==> src/rtl/led_flow_pkg.sv <==
// Shared encodings for the LED flow controller: command ops, display modes,
// FSM states and the per-mode starting patterns.
package led_flow_pkg;

    typedef enum logic [1:0] {
        OP_STOP     = 2'b00,
        OP_START    = 2'b01,
        OP_PAUSE    = 2'b10,
        OP_SET_MODE = 2'b11
    } op_e;

    typedef enum logic [1:0] {
        MODE_FLOW_L = 2'd0,
        MODE_FLOW_R = 2'd1,
        MODE_BOUNCE = 2'd2,
        MODE_BLINK  = 2'd3
    } mode_e;

    typedef enum logic [1:0] {
        ST_IDLE  = 2'd0,
        ST_RUN   = 2'd1,
        ST_PAUSE = 2'd2
    } state_e;

    localparam logic [3:0] PAT_FLOW_L = 4'b0001;
    localparam logic [3:0] PAT_FLOW_R = 4'b1000;
    localparam logic [3:0] PAT_BOUNCE = 4'b0001;
    localparam logic [3:0] PAT_BLINK  = 4'b1111;

    function automatic logic [3:0] init_pattern(input mode_e m);
        case (m)
            MODE_FLOW_L: init_pattern = PAT_FLOW_L;
            MODE_FLOW_R: init_pattern = PAT_FLOW_R;
            MODE_BOUNCE: init_pattern = PAT_BOUNCE;
            default:     init_pattern = PAT_BLINK;
        endcase
    endfunction

endpackage

==> src/rtl/led_flow_ctrl_tick_gen.sv <==
// Step prescaler: counts enabled cycles and flags the cycle that reaches
// TICK_MAX; the count wraps to zero by compare on that same edge.
module tick_gen #(
    parameter int              CNT_W    = 25,
    parameter logic [CNT_W-1:0] TICK_MAX = CNT_W'(25'd24_999_999)
) (
    input  logic sys_clk,
    input  logic rst,
    input  logic enable,
    input  logic clear,
    output logic wrap
);

    logic [CNT_W-1:0] cnt;
    logic             at_max;

    assign at_max = (cnt == TICK_MAX);
    assign wrap   = enable && at_max;

    always_ff @(posedge sys_clk or posedge rst) begin
        if (rst)
            cnt <= '0;
        else if (clear)
            cnt <= '0;
        else if (enable)
            cnt <= at_max ? '0 : cnt + {{(CNT_W-1){1'b0}}, 1'b1};
    end

endmodule

==> src/rtl/led_flow_ctrl.sv <==
// LED bank sequencer: IDLE/RUN/PAUSE FSM, pattern register, bounce direction
// and deferred mode change applied on the next step boundary.
module led_flow_ctrl
    import led_flow_pkg::*;
#(
    parameter int               CNT_W    = 25,
    parameter logic [CNT_W-1:0] TICK_MAX = CNT_W'(25'd24_999_999)
) (
    input  logic       sys_clk,
    input  logic       rst,
    input  logic       cmd_valid,
    output logic       cmd_ready,
    input  logic [1:0] cmd_op,
    input  logic [1:0] cmd_mode,
    output logic [3:0] led,
    output logic       step_pulse,
    output logic       busy
);

    logic [1:0] rst_sync;
    logic       rst_i;
    state_e     state, state_nxt;
    mode_e      mode, mode_nxt, pend_mode, pend_mode_nxt;
    logic       pending, pending_nxt;
    logic       dir_up, dir_up_nxt;
    logic [3:0] led_nxt;
    logic       accept, hold, tick_en, tick_clr, wrap;
    op_e        op;

    // Assert immediately, release only after two clean sys_clk edges.
    always_ff @(posedge sys_clk or posedge rst) begin
        if (rst)
            rst_sync <= 2'b11;
        else
            rst_sync <= {rst_sync[0], 1'b0};
    end
    assign rst_i = rst_sync[1];

    assign op        = op_e'(cmd_op);
    assign cmd_ready = !pending;
    assign accept    = cmd_valid && cmd_ready;
    assign busy      = (state != ST_IDLE);

    // STOP/PAUSE win over a coincident step: the counter must not move that edge.
    assign hold     = accept && (op == OP_STOP || op == OP_PAUSE);
    assign tick_en  = (state == ST_RUN) && !hold;
    assign tick_clr = accept && (op == OP_STOP || (op == OP_START && state == ST_IDLE));

    tick_gen #(.CNT_W(CNT_W), .TICK_MAX(TICK_MAX)) u_tick (
        .sys_clk (sys_clk),
        .rst     (rst_i),
        .enable  (tick_en),
        .clear   (tick_clr),
        .wrap    (wrap)
    );

    always_comb begin
        state_nxt     = state;
        mode_nxt      = mode;
        pend_mode_nxt = pend_mode;
        pending_nxt   = pending;
        dir_up_nxt    = dir_up;
        led_nxt       = led;

        if (wrap) begin
            if (pending) begin
                mode_nxt    = pend_mode;
                led_nxt     = init_pattern(pend_mode);
                dir_up_nxt  = 1'b1;
                pending_nxt = 1'b0;
            end else begin
                case (mode)
                    MODE_FLOW_L: led_nxt = {led[2:0], led[3]};
                    MODE_FLOW_R: led_nxt = {led[0], led[3:1]};
                    MODE_BOUNCE: begin
                        if (dir_up && led == 4'b1000) begin
                            led_nxt    = 4'b0100;
                            dir_up_nxt = 1'b0;
                        end else if (!dir_up && led == 4'b0001) begin
                            led_nxt    = 4'b0010;
                            dir_up_nxt = 1'b1;
                        end else begin
                            led_nxt = dir_up ? {led[2:0], 1'b0} : {1'b0, led[3:1]};
                        end
                    end
                    default:     led_nxt = ~led;
                endcase
            end
        end

        if (accept) begin
            case (op)
                OP_STOP: begin
                    state_nxt   = ST_IDLE;
                    led_nxt     = 4'b0000;
                    dir_up_nxt  = 1'b1;
                    pending_nxt = 1'b0;
                end
                OP_START: begin
                    if (state == ST_IDLE) begin
                        state_nxt  = ST_RUN;
                        led_nxt    = init_pattern(mode);
                        dir_up_nxt = 1'b1;
                    end else if (state == ST_PAUSE) begin
                        state_nxt = ST_RUN;
                    end
                end
                OP_PAUSE: begin
                    if (state == ST_RUN)
                        state_nxt = ST_PAUSE;
                end
                default: begin
                    if (state == ST_IDLE) begin
                        mode_nxt = mode_e'(cmd_mode);
                    end else begin
                        pending_nxt   = 1'b1;
                        pend_mode_nxt = mode_e'(cmd_mode);
                    end
                end
            endcase
        end
    end

    always_ff @(posedge sys_clk or posedge rst_i) begin
        if (rst_i) begin
            state      <= ST_IDLE;
            mode       <= MODE_FLOW_L;
            pend_mode  <= MODE_FLOW_L;
            pending    <= 1'b0;
            dir_up     <= 1'b1;
            led        <= 4'b0000;
            step_pulse <= 1'b0;
        end else begin
            state      <= state_nxt;
            mode       <= mode_nxt;
            pend_mode  <= pend_mode_nxt;
            pending    <= pending_nxt;
            dir_up     <= dir_up_nxt;
            led        <= led_nxt;
            step_pulse <= wrap;
        end
    end

endmodule

==> config.mk <==
export PLATFORM = sky130hd
export DESIGN_NAME = led_flow_ctrl
export DESIGN_NICKNAME = d
export VERILOG_FILES = /design/src/rtl/led_flow_pkg.sv /design/src/rtl/led_flow_ctrl_tick_gen.sv /design/src/rtl/led_flow_ctrl.sv
export SDC_FILE = /design/constraint.sdc
export NUM_CORES = 1
export LEC_CHECK = 0
export ABC_AREA = 1
export BUFFER_PORTS_ARGS = -buffer_cell sky130_fd_sc_hd__buf_2
export CAP_MARGIN = 20
export CORE_ASPECT_RATIO = 0.5
export CORE_MARGIN = 2
export CORE_UTILIZATION = 50
export CTS_CLUSTER_DIAMETER = 30
export DETAILED_ROUTE_END_ITERATION = 10
export PLACE_DENSITY = 0.64
export SYNTH_ARGS = -nofsm -noshare
export SYNTH_HDL_FRONTEND = slang
export SYNTH_HIERARCHICAL = 1
export SYNTH_SLANG_ARGS = --single-unit
export TNS_END_PERCENT = 10
==> constraint.sdc <==
create_clock -name sys_clk -period 2.35 [get_ports sys_clk]
set_clock_uncertainty 0.05 [all_clocks]
set_input_delay 0.235 -clock sys_clk [delete_from_list [all_inputs] [get_ports sys_clk]]
set_output_delay 0.235 -clock sys_clk [all_outputs]
set_load 0.02 [all_outputs]
==> results_dict.tcl, run 1 <==
set metrics [dict create \
    grt_pass1_wl_mm 10.2 \
    die_h_um 55.3 \
    path_class "reg2reg" \
    clk_path_buf_depth 2 \
    portBuffers 13 \
    die-width_um 107 \
    grt_pass1_vias 2208 \
    crit_path_frequent_cell "nand2_1" \
    cap_violations 0 \
    grt_use_met2_pct 33.5 \
    vias 2377 \
    min_period_ps 2110 \
    met3_usage_pct 4.60 \
    clockRootBuffer "clkbuf_8" \
    synth-seq-cells 40 \
    wl_mm 5.79 \
    grt_antenna_before_repair 0 \
    core-area_um2 5000 \
    rows 18 \
    final.period_utilization_pct 89.9 \
    power.leakage_nw 1.37 \
    fillers 485 \
    slowest_stage "dfrtp_1" \
    critPathCaptureType "flip-flop" \
    crit_path_cell_trace "ha_1 > nand3_2 > nor3_2 > nand3_2 > inv_1 > inv_2 > nor2_4 > o21ai_1 > inv_1 > nand2_1 > nand2_1 > nand2_1 > nand3_1" \
    post-route-util_pct 58.1 \
    drive_gt1_share_pct 16.6 \
    critical_path.max_stage_delay_ps 420 \
    viasPerCell 5.09 \
    ys_types 31 \
    cts_tree "yes" \
    critPathBufInv 3 \
    postSynthAreaPerCell_um2 7.00 \
    seq_area_frac_synth_pct 38.1 \
    slew_viol_final 0 \
    antenna_left 0 \
    htree_levels 2 \
    grt-ovfl-total 0 \
    antennaDiodeCount 0 \
    cp-start-kind "flip-flop" \
    clk_latency_ps 300 \
    rsz0062_at_grt "no" \
    worstPathMaxFanout 6 \
    grt_max_degree 26 \
    yosys_warnings 6 \
    gp_congestion 0.905 \
    peakVddDrop_mv 0.356 \
    numCtsBuffers 5 \
    syn_inst 376 \
    critPathRequiredTime_ps 2540 \
    hold_class "in2reg" \
    drcViolationCount 0 \
    arrival_ps 2300 \
    io_pins 14 \
    worst_slew_pin_slew_ps 529 \
    max_freq_mhz 473 \
    place_hpwl_mm 4.40 \
    grtUsageTotal_pct 21.5 \
    clk_pin_slew_ps 80 \
    wl_per_cell_um 12.4 \
    syn_area_um2 2630 \
    first_pass_iters 4 \
    maxSlewHeadroom_pct 64.7 \
    setup_violations 0 \
    pwr_density_cell_nw_per_um2 523 \
    drt_first_iter_violations 168 \
    fin_setup_tns_ps 0 \
    die-area_um2 5900 \
    cts.sinks 40 \
    post_cts_buffers 0 \
    syn_nets 388 \
    fin_nets 408 \
    area_growth_syn_to_layout_pct 10.3 \
    hold_viol_final 0 \
    crit_family "simple AND/OR/NAND/NOR gates" \
    grt_util_met1_pct 29.9 \
    start_util_pct 52.7 \
    grt.busiest_layer "met2" \
    status "complete, no violations" \
]
==> repair_timing <==
item | 4_1_cts | 5_1_grt
hold buffers | 1 | 0
resized for setup | 0 | 1
hold endpoints to repair | 2 | 0
setup endpoints to repair | 0 | 3
==> path summary, 6_finish.rpt <==
kind                                      startpoint                       end  slack, ps  cells after the start
setup / recovery           u_tick/cnt[0]$_DFFE_PP0P_          led[2]$_DFF_PP0_        240                     13
max in group asynchronous      rst_sync[1]$_DFF_PP1_          dir_up$_DFF_PP1_       1640                      1
min in group asynchronous      rst_sync[1]$_DFF_PP1_      state[1]$_DFFE_PP0P_        250                      1
hold / removal                           cmd_mode[0]  pend_mode[0]$_DFFE_PP0P_        140                      2
hold reg to reg                rst_sync[1]$_DFF_PP1_      state[1]$_DFFE_PP0P_        250                      1
setup reg to reg           u_tick/cnt[0]$_DFFE_PP0P_          led[2]$_DFF_PP0_        240                     13
==> metal layers <==
layer / up-vias / routed length, µm / share of wire (%)
met5: - / 0 / 0
met4: 0 / 93 / 1.6
met3: 9 / 284 / 4.9
met2: 59 / 2620 / 45
met1: 1100 / 2800 / 48
li1: 1209 / - / -
==> cells in the mapped netlist (all sizes together) <==
master	count	area [µm²]
nor3	8	45.0
buf	4	41.3
ha	5	62.6
xor2	6	52.6
xnor2	3	26.3
mux2	1	15.0
dfstp	3	78.8
conb	1	3.75
dfrtp	37	926
nand3	31	175
nand4	5	31.3
a21oi	12	60.1
nand2	108	423
a31oi	1	6.26
inv	52	195
o21bai	2	15.0
o21ai	23	119
nor3b	1	7.51
nor2	72	338
o211ai	1	12.5
==> layout by cell type, fill, tap and decap left out, types with 5 or more instances in the layout <==
| master | n |
|---|---|
| o21ai_0 | 14 |
| buf_2 | 13 |
| inv_1 | 48 |
| nand2_1 | 103 |
| nand3_1 | 27 |
| ha_1 | 5 |
| nand4_1 | 5 |
| a21oi_1 | 12 |
| o21ai_1 | 8 |
| nor2_1 | 51 |
| nor3_1 | 6 |
| xor2_1 | 6 |
| nor2_2 | 18 |
| clkbuf_8 | 6 |
| dfrtp_1 | 37 |
==> per-stage QoR <==
step | worst slack, ps | hold WS, ps | power [mW] | area (µm²) | instances
finish | 236 | 139 | 1.52 | 2900 | 467
global route | 34.6 | 141 | 1.60 | 2900 | 467
CTS | 111 | 131 | 1.54 | 2900 | 467
detailed placement | 79.9 | 226 | 0.938 | 2770 | 458
global placement | 237 | 204 | 0.930 | 2770 | 458
floorplan | 468 | 96.5 | 0.891 | 2630 | 376
==> state kept, by name (all words and copies together), names as in the netlist <==
register,count
rst_sync,2
u_tick/cnt,25
pending,1
dir_up,1
step_pulse,1
led,4
state,2
pend_mode,2
mode,2
==> logic make-up after synthesis <==
family / synth area share [%]
DFF: 38.1
and+or+nand+nor: 38.7
adders and majority gates: 2.38
other: 0.142
xor gates and xnor gates: 2.99
buffers and inverters: 8.98
muxes: 0.570
AOI/OAI and AO/OA: 8.08
==> worst register-to-register path: stages, from the launching register on <==
cell     delay [ps]
dfrtp_1         420
ha_1            240
nand3_2         130
nor3_2          240
nand3_2         160
inv_1           210
inv_2           100
nor2_4          130
o21ai_1          80
inv_1            50
nand2_1          50
nand2_1          70
nand2_1          50
nand3_1          70
==> area by class of cell <==
cell class                      count  area (µm²)  area share (%)
Multi-Input combinational cell    280        1400            48.1
Clock inverter                      2        38.8            1.34
Timing Repair Buffer               17        97.6            3.36
Inverter                           52         195            6.72
Sequential cell                    40        1000            34.6
Tap cell                           70        87.6            3.02
Clock buffer                        6        82.6            2.84
==> where the power goes <==
group / leakage [nW] / switching (mW) / internal (mW) / total, mW
clock: 0.0614 / 0.247 / 0.347 / 0.594
sequential: 0.497 / 0.0482 / 0.731 / 0.779
combinational: 0.809 / 0.0915 / 0.0555 / 0.147
total: 1.37 / 0.386 / 1.13 / 1.52
(Power assumes the default switching activity.)
==> inputs of run 2 (changes only) <==
--- a/config.mk
+++ b/config.mk
@@ -5,7 +5,7 @@
 export SDC_FILE = /design/constraint.sdc
 export NUM_CORES = 1
 export LEC_CHECK = 0
-export ABC_AREA = 1
+export ABC_CLOCK_PERIOD_IN_PS = 2350
 export BUFFER_PORTS_ARGS = -buffer_cell sky130_fd_sc_hd__buf_2
 export CAP_MARGIN = 20
 export CORE_ASPECT_RATIO = 0.5
==> results_dict.tcl, run 2 <==
set metrics [dict create \
    first_pass_iters 4 \
    viasPerCell 6.01 \
    critPathCapture "u_tick/cnt[8]$_DFFE_PP0P_" \
    r2r_end "u_tick/cnt[8]$_DFFE_PP0P_" \
    layout_common_cells "dfrtp_1, buf_4, nand2_1" \
    syn_area_um2 2630 \
    max_freq_mhz 443 \
    power.leakage_nw 1.27 \
    die_h_um 55.2 \
    drt_first_iter_violations 172 \
    clk_path_buf_depth 2 \
    area_growth_syn_to_layout_pct 20.2 \
    r2r_slack_ps 90 \
    start_util_pct 52.5 \
    grt_antenna_before_repair 0 \
    fin_setup_tns_ps 0 \
    synth-seq-cells 40 \
    met3_usage_pct 5.43 \
    core-area_um2 5000 \
    slew_viol_final 0 \
    numCtsBuffers 5 \
    top_register "u_tick/cnt" \
    critical_path.max_stage_delay_ps 580 \
    seq_area_frac_synth_pct 38.3 \
    synth_common_cells "dfrtp_1, nand2_1, nand3_1" \
    grt_max_degree 26 \
    power.total_mw 1.83 \
    netlist_top_cells_area "dfrtp_1, nand4_1, nand3_1" \
    grt-ovfl-total 0 \
    ys_types 69 \
    worstPathMaxFanout 9 \
    grt_util_met1_pct 33.8 \
    gp_congestion 0.903 \
    syn_inst 302 \
    htree_levels 2 \
    cap_violations 0 \
    cp-start-kind "flip-flop" \
    fin_nets 356 \
    arrival_ps 2390 \
    wl_per_cell_um 15.9 \
    grt_use_met2_pct 36.6 \
    die-width_um 106 \
    clk_pin_slew_ps 80 \
    grt.busiest_layer "met2" \
    die-area_um2 5880 \
    pwr_density_cell_nw_per_um2 579 \
    grtUsageTotal_pct 23.5 \
    largest_reg_flops 25 \
    path_class "reg2reg" \
    drive_gt1_share_pct 26.7 \
    syn_nets 314 \
    setup_violations 0 \
    final_common_cell "dfrtp_1" \
    antenna_left 0 \
    rows 18 \
    crit_path_cell_trace "or4b_4 > or4_4 > buf_4 > o21ai_4 > nor2_1" \
    synth_top_cell_area_share_pct 35.3 \
    grt_pass1_vias 2270 \
    wl_mm 6.60 \
    synth_top_flop_cell "dfrtp_1" \
    synth_edf_count 0 \
    reg.largest.list "u_tick/cnt (25), led (4)" \
    maxSlewHeadroom_pct 65.4 \
    place_hpwl_mm 4.76 \
    ys_async_sr_fraction_pct 100 \
    yosysTopAreaCell "dfrtp_1" \
    grt_pass1_wl_mm 11.2 \
    status "complete, no violations" \
    critical_path.startpoint "u_tick/cnt[15]$_DFFE_PP0P_" \
    worst_r2r_path_depth 5 \
    antennaDiodeCount 0 \
    vias 2493 \
    rr_startpoint "u_tick/cnt[15]$_DFFE_PP0P_" \
    slowest_stage "or4_4" \
    critPathCaptureType "flip-flop" \
    yosys_warnings 6 \
    hold_viol_final 0 \
    cts.sinks 40 \
    worst_slew_pin_slew_ps 519 \
    clk_latency_ps 300 \
    min_period_ps 2260 \
    drcViolationCount 0 \
    postSynthAreaPerCell_um2 8.70 \
    final.period_utilization_pct 96.1 \
    yosysMostFrequentCell "dfrtp_1" \
    critPathRequiredTime_ps 2480 \
    clockRootBuffer "clkbuf_8" \
    cts_tree "yes" \
    io_pins 14 \
    rsz0062_at_grt "no" \
    portBuffers 13 \
    hold_class "in2reg" \
    peakVddDrop_mv 0.296 \
]
-- run 2: changes by cell type in the layout (fill, tap and decap cells not counted), sizes merged, moves of 5 or more --
cell and delta:
buf +33, inv -33, mux2i +5, nand2 -82, nand2b +6, nand3 -10, nand4 +13, nor2 -49
o211ai +5, o21ai -8, or3 +8, or4 +8
-- run 2: worst min path at each step --
stage                 from                        to  cells after the start
5_1_grt        cmd_mode[0]  pend_mode[0]$_DFFE_PP0P_                      2
6_report       cmd_mode[0]  pend_mode[0]$_DFFE_PP0P_                      2
3_5_place_dp           rst     rst_sync[0]$_DFF_PP1_                      2
2_1_floorplan          rst     rst_sync[0]$_DFF_PP1_                      1
4_1_cts        cmd_mode[0]  pend_mode[0]$_DFFE_PP0P_                      2
3_3_place_gp           rst     rst_sync[0]$_DFF_PP1_                      2
-- run 2: critical path: cells and delay by family, from the launching register on --
family | cells | cell delay (ps)
buffers and inverters | 1 | 210
AOI/OAI and AO/OA | 1 | 280
DFF | 1 | 380
and+or+nand+nor | 3 | 1200
-- run 2: cell type report --
class | count | area (µm²)
Inverter | 20 | 75.1
Sequential cell | 40 | 1010
Tap cell | 70 | 87.6
Fill cell | 434 | 1840
Multi-Input combinational cell | 227 | 1540
Clock buffer | 6 | 82.6
Timing Repair Buffer | 50 | 349
Clock inverter | 2 | 15.0
-- run 2: cells by family (layout without fill, tap and decap cells) --
family,count (synthesis),in the layout,synth area share [%]
mux,7,7,2.76
compound gates,67,67,18.3
simple gates,141,142,30.8
buf+inv,36,78,5.72
other cells,1,1,0.143
flops,40,40,38.3
xor+xnor,5,5,1.67
fa+ha+maj,5,5,2.38
-- run 2: per-layer routing --
metal | vias to the layer above | part of all wire [%] | wire length, µm
met5 | - | 0 | 0
met4 | 0 | 0.21 | 14
met3 | 6 | 5.4 | 359
met2 | 73 | 47 | 3090
met1 | 1216 | 48 | 3140
li1 | 1198 | - | -
-- run 2: power breakdown --
group | switching [mW] | internal (mW) | total, mW
Sequential | 0.121 | 0.767 | 0.888
Clock | 0.256 | 0.238 | 0.494
Combinational | 0.241 | 0.205 | 0.446
-- run 2: metrics by stage --
| stage | instance area [µm²] | worst slack [ps] | utilization (%) | hold WS (ps) | instances |
|---|---|---|---|---|---|
| 3_3_place_gp | 3010 | -81.2 | 60.2 | 201 | 405 |
| 4_1_cts | 3130 | 21.4 | 62.6 | 129 | 415 |
| 2_1_floorplan | 2690 | -19.8 | - | 96.5 | 302 |
| 5_1_grt | 3160 | 14.3 | 63.1 | 136 | 415 |
| 3_5_place_dp | 3010 | -163 | 60.2 | 213 | 405 |
| 6_report | 3160 | 92.4 | 63.1 | 138 | 415 |
-- run 2: timing repair --
| action | in CTS | in global routing |
|---|---|---|
| hold buffers | 1 | 0 |
| gates resized for setup | 2 | 7 |
| setup buffers | 0 | 0 |
| hold endpoints to repair | 2 | 0 |
| gates cloned | 1 | 0 |
| pin swaps | 1 | 6 |
| endpoints found under the setup margin | 5 | 13 |
